===== src/rtl/twos_comp_pkg.sv =====
// Shared encodings and configuration checks for the chunk-serial two's-complement unit.
package twos_comp_pkg;

    localparam logic [1:0] MODE_PASS   = 2'b00;
    localparam logic [1:0] MODE_NEG    = 2'b01;
    localparam logic [1:0] MODE_ABS    = 2'b10;
    localparam logic [1:0] MODE_NEGABS = 2'b11;

    typedef enum logic [1:0] {
        ST_IDLE = 2'd0,
        ST_RUN  = 2'd1,
        ST_DONE = 2'd2
    } state_t;

    function automatic bit width_ok(int width, int chunk);
        return (chunk >= 1) && (width >= chunk) && ((width % chunk) == 0);
    endfunction

    // Whether the operand is bit-inverted (and +1 injected) for a given mode and sign.
    function automatic logic inv_for(logic [1:0] mode, logic sign);
        logic inv;
        case (mode)
            MODE_PASS:   inv = 1'b0;
            MODE_NEG:    inv = 1'b1;
            MODE_ABS:    inv = sign;
            default:     inv = ~sign;
        endcase
        return inv;
    endfunction

endpackage


===== src/rtl/twos_comp_chunk.sv =====
// Combinational CHUNK-bit slice: sum = (a ^ {CHUNK{inv}}) + cin, with carry out.
module twos_comp_chunk #(
    parameter int CHUNK = 16
) (
    input  logic [CHUNK-1:0] a,
    input  logic             inv,
    input  logic             cin,
    output logic [CHUNK-1:0] sum,
    output logic             cout
);

    assign {cout, sum} = {1'b0, a ^ {CHUNK{inv}}} + {{CHUNK{1'b0}}, cin};

endmodule


===== src/rtl/twos_complement_seq.sv =====
// Chunk-serial pass/negate/abs/negabs; result valid NCHUNK edges after accept.
// Result held in DONE until out_ready; no new operand accepted until back in IDLE.
module twos_complement_seq
    import twos_comp_pkg::*;
#(
    parameter int WIDTH = 64,
    parameter int CHUNK = 16
) (
    input  logic             clk,
    input  logic             rst_n,
    input  logic             in_valid,
    output logic             in_ready,
    input  logic [WIDTH-1:0] in_data,
    input  logic [1:0]       mode,
    output logic             out_valid,
    input  logic             out_ready,
    output logic [WIDTH-1:0] out_data,
    output logic             out_ovf,
    output logic             out_zero
);

    localparam int NCHUNK = WIDTH / CHUNK;
    localparam int IDXW   = (NCHUNK > 1) ? $clog2(NCHUNK) : 1;
    localparam logic [WIDTH-1:0] MIN_VAL = {1'b1, {(WIDTH-1){1'b0}}};
    localparam logic [IDXW-1:0]  LAST_IDX = IDXW'(NCHUNK - 1);

    generate
        if (!width_ok(WIDTH, CHUNK)) begin : g_bad_cfg
            $error("twos_complement_seq: WIDTH must be a non-zero multiple of CHUNK");
        end
    endgenerate

    state_t            state_q, state_d;
    logic [IDXW-1:0]   idx_q, idx_d;
    logic              carry_q, carry_d;
    logic              inv_q, inv_d;
    logic [WIDTH-1:0]  op_q, op_d;
    logic [WIDTH-1:0]  res_q, res_d;
    logic              ovf_q, ovf_d;
    logic              zero_q, zero_d;

    logic [31:0]       base;
    logic [CHUNK-1:0]  a_chunk;
    logic [CHUNK-1:0]  sum_chunk;
    logic              cout;

    assign base    = 32'(idx_q) * CHUNK;
    assign a_chunk = op_q[base +: CHUNK];

    // Single slice, time-multiplexed over the chunks by idx_q.
    twos_comp_chunk #(.CHUNK(CHUNK)) u_chunk (
        .a    (a_chunk),
        .inv  (inv_q),
        .cin  (carry_q),
        .sum  (sum_chunk),
        .cout (cout)
    );

    always_comb begin
        state_d = state_q;
        idx_d   = idx_q;
        carry_d = carry_q;
        inv_d   = inv_q;
        op_d    = op_q;
        res_d   = res_q;
        ovf_d   = ovf_q;
        zero_d  = zero_q;
        case (state_q)
            ST_IDLE: begin
                if (in_valid) begin
                    op_d    = in_data;
                    inv_d   = inv_for(mode, in_data[WIDTH-1]);
                    carry_d = inv_d;
                    idx_d   = '0;
                    ovf_d   = 1'b0;
                    zero_d  = 1'b0;
                    state_d = ST_RUN;
                end
            end
            ST_RUN: begin
                res_d[base +: CHUNK] = sum_chunk;
                if (idx_q == LAST_IDX) begin
                    // Final carry-out is dropped; flags are evaluated on the completed result.
                    carry_d = 1'b0;
                    idx_d   = '0;
                    ovf_d   = inv_q && (op_q == MIN_VAL);
                    zero_d  = (res_d == '0);
                    state_d = ST_DONE;
                end else begin
                    carry_d = cout;
                    idx_d   = idx_q + 1'b1;
                end
            end
            ST_DONE: begin
                if (out_ready) begin
                    state_d = ST_IDLE;
                end
            end
            default: state_d = ST_IDLE;
        endcase
    end

    always_ff @(posedge clk or negedge rst_n) begin
        if (!rst_n) begin
            state_q <= ST_IDLE;
            idx_q   <= '0;
            carry_q <= 1'b0;
            inv_q   <= 1'b0;
            op_q    <= '0;
            res_q   <= '0;
            ovf_q   <= 1'b0;
            zero_q  <= 1'b0;
        end else begin
            state_q <= state_d;
            idx_q   <= idx_d;
            carry_q <= carry_d;
            inv_q   <= inv_d;
            op_q    <= op_d;
            res_q   <= res_d;
            ovf_q   <= ovf_d;
            zero_q  <= zero_d;
        end
    end

    assign in_ready  = (state_q == ST_IDLE);
    assign out_valid = (state_q == ST_DONE);
    assign out_data  = res_q;
    assign out_ovf   = ovf_q;
    assign out_zero  = zero_q;

endmodule


===== config.mk =====
export PLATFORM = sky130hd
export DESIGN_NAME = twos_complement_seq
export DESIGN_NICKNAME = d
export VERILOG_FILES = /design/src/rtl/twos_comp_pkg.sv /design/src/rtl/twos_comp_chunk.sv /design/src/rtl/twos_complement_seq.sv
export SDC_FILE = /design/constraint.sdc
export NUM_CORES = 1
export LEC_CHECK = 0
export ABC_AREA = 1
export CAP_MARGIN = 0
export CELL_PAD_IN_SITES_DETAIL_PLACEMENT = 2
export CELL_PAD_IN_SITES_GLOBAL_PLACEMENT = 2
export CORE_MARGIN = 3
export CORE_UTILIZATION = 36
export DETAILED_ROUTE_END_ITERATION = 12
export DONT_BUFFER_PORTS = 1
export PLACE_DENSITY_LB_ADDON = 0.1
export SYNTH_ARGS = -nofsm -noshare
export SYNTH_HDL_FRONTEND = slang
export SYNTH_SLANG_ARGS = --single-unit

===== constraint.sdc =====
create_clock -name clk -period 4.3 [get_ports clk]
set_input_delay 0.86 -clock clk [delete_from_list [all_inputs] [get_ports clk]]
set_output_delay 0.86 -clock clk [all_outputs]
set_load 0.03 [all_outputs]

== Yosys cells after proc, flatten, opt, wreduce, memory -nomap -nowiden ==
Cells that the tools add are included.

* Add/sub/neg operators: 3
* Bitwise logic cells: 2
* Reduce and logical (&&, ||, !) cells: 9
* Divide/modulo/power cells: 0
* Mux-type cells: 17
* Shifts and indexed selects: 3
* $lt $le $gt $ge: 0
* Eq/ne operators: 9
* Multiply operators: 0

{| class="wikitable"
|+ Operators with widths
! cell !! count
|-
| bitwise mux 64 bit || 1
|-
| == test 64 bit, second input constant || 1
|-
| zero test 64 bit || 1
|-
| variable shift 16 x 34 -> 64 bit, first input constant || 1
|-
| indexed part select 16 x 34 -> 64 bit || 1
|-
| indexed part select 64 x 7 -> 16 bit || 1
|-
| negation 6 -> 34 bit || 1
|-
| adder 16 x 1 -> 17 bit || 1
|-
| XOR 16 bit || 1
|-
| 2-to-1 mux 2 bit || 5
|-
| == test 2 bit, second input constant || 3
|-
| case mux 1 bit (2 select lines) || 3
|-
| case mux 2 bit (3 select lines) || 1
|-
| AND reduction 3 bit || 2
|-
| 2-to-1 mux 1 bit || 5
|-
| == test 2 x 1 -> 1 bit, second input constant || 2
|-
| zero test 2 bit || 2
|-
| inequality test 2 bit, second input constant || 2
|-
| case mux 2 bit (2 select lines) || 1
|-
| AND reduction 2 bit || 2
|-
| case mux 1 bit (3 select lines) || 1
|-
| adder 2 x 1 -> 2 bit, second input constant || 1
|-
| inequality test 2 x 1 -> 1 bit, second input constant || 1
|-
| nonzero test 2 bit || 1
|-
| other kinds (2) || 2
|}

* RAM bits: 0
* Output and inout bits: 68
* Word-level logic and storage cells: 51
* Bits of input ports: 70
* Flip-flop bits (word level): 136
* Bits in read-only memories: 0
* Memories: 0
* Latch bits: 0

== Depth between registers and ports, before layout ==
Gate-level depths: netlist of the first run.

* Word-level depth: 8
* Mapped depth: 28
* Depth with buffers taken out: 26

== Modules after synthesis ==
A second synthesis of the first run with hierarchy kept.

* Cells, all modules: 1180
* Area total of the unflattened synthesis: 7951.4 um2

{| class="wikitable"
|+ By module, submodules not included
! module !! instances !! cells each !! area each (um2) !! seq. area each (um2)
|-
| twos_complement_seq || 1 || 995 || 7071.8 || 3403.3
|-
| twos_comp_chunk || 1 || 185 || 879.6 || 0.0
|}

== Worst setup path before layout of the first run ==
OpenSTA, ideal clock, no wires.

* Path type: reg-to-reg
* Start: reg idx_q[0]
* End: reg zero_q, in the netlist out_zero
* Data required time: 4.235 ns
* Setup time: 0.065 ns
* Arrival time: 3.234 ns
* Path buffers: 4
* Slack: 1.001 ns
* Stages on the path, launching flop included: 29
* Clock period less this slack: 3.299 ns
* Cell sequence: dfrtp_1 > buf_6 > buf_4 > buf_2 > buf_1 > o21ai_0 > o22ai_1 > xor2_1 > ha_1 > ha_1 > inv_1 > nor2_1 > nand2_1 > o21ai_0 > nor2_1 > nand3_1 > nor2_1 > nand3_1 > nor2_1 > nand2_1 > nor2_1 > nand2_1 > nor2_1 > nand2_1 > nor2_1 > nand2_1 > nor2_1 > nand2_1 > nand2_1

* Cells in the longest elaborated chain, start to end: 8
* Elaborated cells between the ends (all ways): 13
* Those cells by class: 2 x add/sub; 2 x eq/ne; 3 x shift; 3 x mux; 1 x bitwise; 2 x reduce/logical

{| class="wikitable"
|+ Ends and longest elaborated chain
! what !! line !! source
|-
| start: declaration || twos_complement_seq.sv:34 || <nowiki>logic [IDXW-1:0] idx_q, idx_d;</nowiki>
|-
| start signal: assignment || twos_complement_seq.sv:115 || <nowiki>idx_q <= idx_d;</nowiki>
|-
| indexed part select 64 x 7 -> 16 bit || twos_complement_seq.sv:48 || <nowiki>assign a_chunk = op_q[base +: CHUNK];</nowiki>
|-
| XOR 16 bit || twos_comp_chunk.sv:12 || <nowiki>assign {cout, sum} = {1'b0, a ^ {CHUNK{inv}}} + {{CHUNK{1'b0}}, cin};</nowiki>
|-
| adder 16 x 1 -> 17 bit || twos_comp_chunk.sv:12 ||
|-
| indexed part select 16 x 34 -> 64 bit || twos_complement_seq.sv:81 || <nowiki>res_d[base +: CHUNK] = sum_chunk;</nowiki>
|-
| bitwise mux 64 bit || twos_complement_seq.sv:81 ||
|-
| zero test 64 bit || twos_complement_seq.sv:87 || <nowiki>zero_d = (res_d == '0);</nowiki>
|-
| 2-to-1 mux 1 bit || twos_complement_seq.sv:82 || <nowiki>if (idx_q == LAST_IDX) begin</nowiki>
|-
| case mux 1 bit (2 select lines) || twos_complement_seq.sv:68 || <nowiki>case (state_q)</nowiki>
|-
| end signal: assignment || twos_complement_seq.sv:121 || <nowiki>zero_q <= zero_d;</nowiki>
|-
| end: declaration || twos_complement_seq.sv:40 || <nowiki>logic zero_q, zero_d;</nowiki>
|}

Several ways; a longest one is shown, not always the timed one. The select of a mux whose other input is x is not followed.
A chain may end at the register's enable or synchronous reset.

== Final worst setup path of the first run ==
* Start: reg idx_q[1]
* End: reg zero_q, in the netlist out_zero

The elaborated chain is that of the path after synthesis.

==> metrics.md, run 1 <==
| Metric | Value |
|---|---|
| DRC | `0` |
| Antenna violations before repair | `0` |
| Area Growth Syn to Fin | `9.51%` |
| Reg2Reg Depth | `25` |
| Resize count post-CTS | `0` |
| Final min period | `3570 ps` |
| Origin of the worst setup path | `idx_q[1]` |
| Wirelength per Cell | `21.6 um` |
| Post-Syn Area | `around 8100 sq um` |
| Die X | `around 160 um` |
| CP delay by family, top | `simple AND/OR/NAND/NOR gates` |
| Final setup fails | `0` |
| DR iter-0 viols | `493` |
| Status | `finished clean` |
| Number of I/O port buffers | `0` |
| Max-slew violations | `0` |
| Grt ovf | `0` |
| Dpl ws | `around 850 ps` |
| Drt via density | `5.59` |
| Max Freq | `280 MHz` |
| Total track usage | `0.256` |
| RSZ-0062 raised after global routing | `false` |
| Most frequent cells in the layout | `nand2_1, dfrtp_1, nor2_1` |
| Final hold violation count | `0` |
| Distinct cells, synth | `36` |
| Max incr delay on CP | `390 ps` |
| Worst skew pair latency | `430 ps` |
| Critical Path Source Type | `register` |
| Worst-path clk slew | `70 ps` |
| CP max FO | `20` |
| CP bufs+invs | `2` |
| Total power | `9.03 mW` |
| Register area share after synthesis | `0.420` |
| Commonest non-fill, non-tap cell in the layout | `nand2_1` |
| Rows | `54` |
| Largest net degree at the start of global routing | `~140` |
| Avg Synthesized Cell Area | `7.07 sq um` |
| Reg2reg end | `out_zero` |
| Drt total wl | `~30 mm` |
| Nets@finish | `1196` |
| CTS tree | `built` |
| ANT nets after route | `0` |
| Via Count | `7890` |
| Htree depth | `4` |
| Clock skew | `10.8 ps` |
| Syn. warnings | `0` |
| Post-detail-place hpwl | `21.9 mm` |
| Filler cells | `~2600` |
| Worst path slowest cell | `dfrtp_1` |
| CP most frequent cell | `nor2_1` |
| Critical path type | `register to register` |
| Stages on the worst setup path | `25` |
| Worst slew pin tran | `approximately 930 ps` |
| Drt pass-1 iters | `5` |
| Worst Setup End Kind | `register` |
| Die ar. | `roughly 24000 sq um` |
| Syn nets | `1223` |
| Layout cell share with drive strength beyond 1 | `0.108` |
| Post-CTS setup buffers | `0` |
| Core area | `22000 sq um` |
| CP arrival | `3940 ps` |
| Yosys reg bits | `around 140` |
| # diodes | `0` |
| Internal reg-to-reg setup slack | `~730 ps` |
| Gate Count Post-Synth | `1145` |
| Worst EP required | `4670 ps` |
| Maximum vdd drop | `0.715 mV` |
| Num ports | `138` |
| Final Wtd Congestion | `0.803` |
| First-pass GRT wire length | `48.9 mm` |
| Reg-to-reg startpoint | `idx_q[1]` |
| Hold-fix buffers, CTS | `0` |
| Max-cap violations | `0` |
| Tcrit/Tclk final | `0.830` |
| CTS Buffer Depth | `2` |
| Root buf cell | `clkbuf_16` |
| TNS Setup | `0 ps` |
| Setup ws final | `729 ps` |
| Vias in the first global route | `8495` |
| Pleak | `~4.3 nW` |
| Hold crit path type | `primary input to async pin` |
| CTS Buf Count | `17` |
| Die Y | `156 um` |
| Rel. slew slack | `0.377` |
| Final Instance Area | `about 8900 sq um` |
| Total power per unit cell area | `1020 nW/um^2` |
| Initial core utilization | `0.369` |
| Total clock sinks | `136` |
| Placed cell area | `8250 sq um` |
## routing by layer
metal  part of all wire  track usage
met4              0.011       0.0475
met5                  0            0
met3              0.050       0.0516
met1               0.47        0.365
met2               0.47        0.409
## sequential cells by signal (all words and copies together) (netlist names)
signal    flops
op_q         64
out_data     64
idx_q         2
state_q       2
carry_q       1
inv_q         1
out_ovf       1
out_zero      1
## worst max-delay path by stage
stage                           to
after floorplan           out_zero
after global placement    out_zero
after detailed placement  out_zero
after CTS                 out_zero
after global routing      out_zero
final                     out_zero
## metrics by stage
step / util / cells / hold WS, ps
2_1_floorplan: - / 1145 / 466
3_3_place_gp: 0.376 / 1379 / 497
3_5_place_dp: 0.376 / 1379 / 504
4_1_cts: 0.404 / 1411 / 107
5_1_grt: 0.404 / 1411 / 104
6_report: 0.404 / 1411 / 124
## cell families (layout without fill, tap and decap cells)
group | count (synthesis) | in the layout | synth area share
compound gates | 94 | 94 | 0.0659
xor+xnor | 2 | 2 | 0.00216
buf+inv | 111 | 97 | 0.0625
simple gates | 794 | 794 | 0.437
fa+ha+maj | 8 | 8 | 0.0124
flops | 136 | 136 | 0.420
## layout make-up
| cell class | instances | area, sq um | share of cell area |
|---|---|---|---|
| well taps | 280 | 350 | 0.0395 |
| multi-input cells | 898 | 4200 | 0.473 |
| inverters | 54 | 215 | 0.0243 |
| clock buffers | 17 | 425 | 0.0480 |
| clock inverters | 15 | 190 | 0.0215 |
| flip-flops and latches | 136 | 3400 | 0.384 |
| repair buffers | 11 | 82.6 | 0.00932 |
## Yosys cell counts
cell	number	area [sq um]
nand2_1	494	1850
dfrtp_1	136	3400
nor2_1	97	364
nand3_1	76	380
inv_1	46	173
o21ai_0	43	215
nand4_1	40	250
a31oi_1	34	213
clkbuf_1	31	116
nand2_2	30	188
nand3_2	23	230
nor4_1	17	106
buf_1	11	41.3
ha_1	8	100
buf_6	6	67.6
nor2_4	6	67.6
a21oi_1	5	25.0
nor2_2	5	31.3
buf_2	4	20.0
buf_4	4	30.0
o22ai_1	4	25.0
inv_2	3	11.3
nand2_4	3	33.8
o21ai_1	3	15.0
a22oi_1	2	15.0
clkinv_1	2	7.51
inv_4	2	12.5
xor2_1	2	17.5
and2_1	1	6.26
buf_8	1	15.0
inv_8	1	11.3
nand3_4	1	17.5
nor3_1	1	5.00
o21a_1	1	7.51
o21ai_2	1	8.76
o311ai_0	1	8.76
## power breakdown
part / switching [mW] / internal, mW
registers: 1.10 / 1.84
clock network: 0.662 / 0.927
logic: 3.25 / 1.25
Power figures use the tool's default switching activity.
==> run 2, diff against run 1 <==
==> constraint.sdc (replaced) <==
create_clock -name clk -period 3.5 [get_ports clk]
set_input_delay 0.7 -clock clk [delete_from_list [all_inputs] [get_ports clk]]
set_output_delay 0.7 -clock clk [all_outputs]
set_load 0.03 [all_outputs]
==> run 2 against run 1 <==
- the run now ends with negative hold slack left
- sequential share of layout area shrank 0.50 points
- fmax up 9.8%
- worst setup slack worse by 480 ps
- critical endpoint unchanged
==> metrics.md, run 2 (synthesis results as in run 1) <==
| Metric | Value |
|---|---|
| Origin of the worst setup path | `idx_q[0]` |
| Worst skew pair latency | `440 ps` |
| Hold crit path type | `primary input to async pin` |
| Area Growth Syn to Fin | `11.0%` |
| Antenna violations before repair | `1` |
| TNS Setup | `0 ps` |
| CTS tree | `built` |
| Via Count | `approximately 7800` |
| Commonest non-fill, non-tap cell in the layout | `nand2_1` |
| Worst EP required | `between 3000 and 4000 ps` |
| Most frequent cells in the layout | `nand2_1, dfrtp_1, nor2_1` |
| # diodes | `0` |
| Filler cells | `2622` |
| Hold WS | `-42.7 ps` |
| DRC | `0` |
| Rows | `54` |
| Root buf cell | `clkbuf_16` |
| Worst slew pin tran | `905 ps` |
| Drt via density | `5.50` |
| Post-detail-place hpwl | `21.7 mm` |
| Num ports | `138` |
| Max-slew violations | `0` |
| Drt total wl | `between 30 and 40 mm` |
| DR iter-0 viols | `410` |
| Multi-input gate area | `around 4200 sq um` |
| Number of I/O port buffers | `0` |
| Final Wtd Congestion | `approximately 0.85` |
| Total track usage | `0.252` |
| Final min period | `around 3300 ps` |
| Rel. slew slack | `0.396` |
| Total clock sinks | `about 140` |
| Status | `finished, violations left` |
| Initial core utilization | `0.369` |
| Maximum vdd drop | `0.763 mV` |
| Grt ovf | `0` |
| Tcrit/Tclk final | `0.929` |
| Htree depth | `4` |
| Drt pass-1 iters | `5` |
| Layout cell share with drive strength beyond 1 | `0.122` |
| Vias in the first global route | `between 8000 and 9000` |
| Critical path type | `register to register` |
| Non-filler instance count after layout | `1420` |
| Die Y | `156 um` |
| Max-cap violations | `0` |
| Max Freq | `307 MHz` |
| Final hold violation count | `136` |
| Nets@finish | `1205` |
| Worst Setup End Kind | `register` |
| Die ar. | `~24000 sq um` |
| Clock skew | `between 10 and 15 ps` |
| Largest net degree at the start of global routing | `around 140` |
| Failing checks | `negative hold slack` |
| ANT nets after route | `0` |
| First-pass GRT wire length | `47.7 mm` |
| Placed Instances | `about 1400` |
| Total power | `11.2 mW` |
| CTS Buf Count | `17` |
| Die X | `approximately 160 um` |
| Pleak | `4.34 nW` |
| CP max FO | `40` |
| Reg-to-reg startpoint | `idx_q[0]` |
| Core area | `22000 sq um` |
| Final setup fails | `0` |
| Worst-path clk slew | `70 ps` |
| CTS Buffer Depth | `2` |
| Wirelength per Cell | `21.2 um` |
| CP arrival | `between 3000 and 4000 ps` |
| Total power per unit cell area | `roughly 1200 nW/um^2` |
| Critical Path Source Type | `register` |
| Sequential cell area | `about 3400 sq um` |
## run 2: what timing repair did
| action | CTS | global route |
|---|---|---|
| endpoints found under the hold margin | 136 | 136 |
| endpoints found under the setup margin | 1 | 1 |
| buffers inserted | 0 | 3 |
| gates resized for setup | 1 | 16 |
| pin swaps | 0 | 4 |
## run 2: per-layer routing
| layer | up-vias | global-route usage | part of all wire |
|---|---|---|---|
| li1 | 3699 | - | - |
| met1 | 3939 | 0.360 | 0.48 |
| met2 | 154 | 0.398 | 0.46 |
| met3 | 23 | 0.0485 | 0.046 |
| met4 | 2 | 0.0555 | 0.011 |
| met5 | - | 0 | 0.00040 |
## run 2: path summary, 6_finish.rpt
kind	endpoint	slack, ps	cells after the start
min in group clk	op_q[47]	360	2
max	out_zero	250	19
min reg2reg	op_q[43]	520	2
min	op_q[55]	-40	0
max in group asynchronous	idx_q[1]	3340	0
max reg2reg	out_zero	250	19
## run 2: layout make-up
type	instances	area share
flip-flops and latches	136	0.379
multi-input cells	898	0.471
inverters	54	0.0240
clock buffers	17	0.0474
clock inverters	15	0.0199
well taps	280	0.0390
repair buffers	20	0.0194
## run 2: critical path: stages (launching register included)
cell and delay, ps:
dfrtp_2 470, buf_6 340, nand2_1 120, nand3_1 150, nand3_1 90, nand2_1 120, nand3_1 190, nor2_1 190
nand3_1 90, nand2_1 90, nand2_2 160, nand2_1 120, nand2_1 60, nor2_1 340, nand3_1 190, nor2_4 170
nand2_1 70, nor2_1 90, nand2_1 70, nand2_1 60
## run 2: per-stage QoR
stage,instance area [sq um],worst slack [ps],util
CTS,8900,30.2,0.405
global placement,8290,251,0.378
global route,8980,-5.98,0.409
detailed placement,8290,84.4,0.378
floorplan,8090,201,-
finish,8980,247,0.409
## run 2: where the power goes
group,switching (mW),internal [mW]
Clock,0.840,1.08
Sequential,1.36,2.26
Combinational,4.01,1.66
Total,6.21,5.00
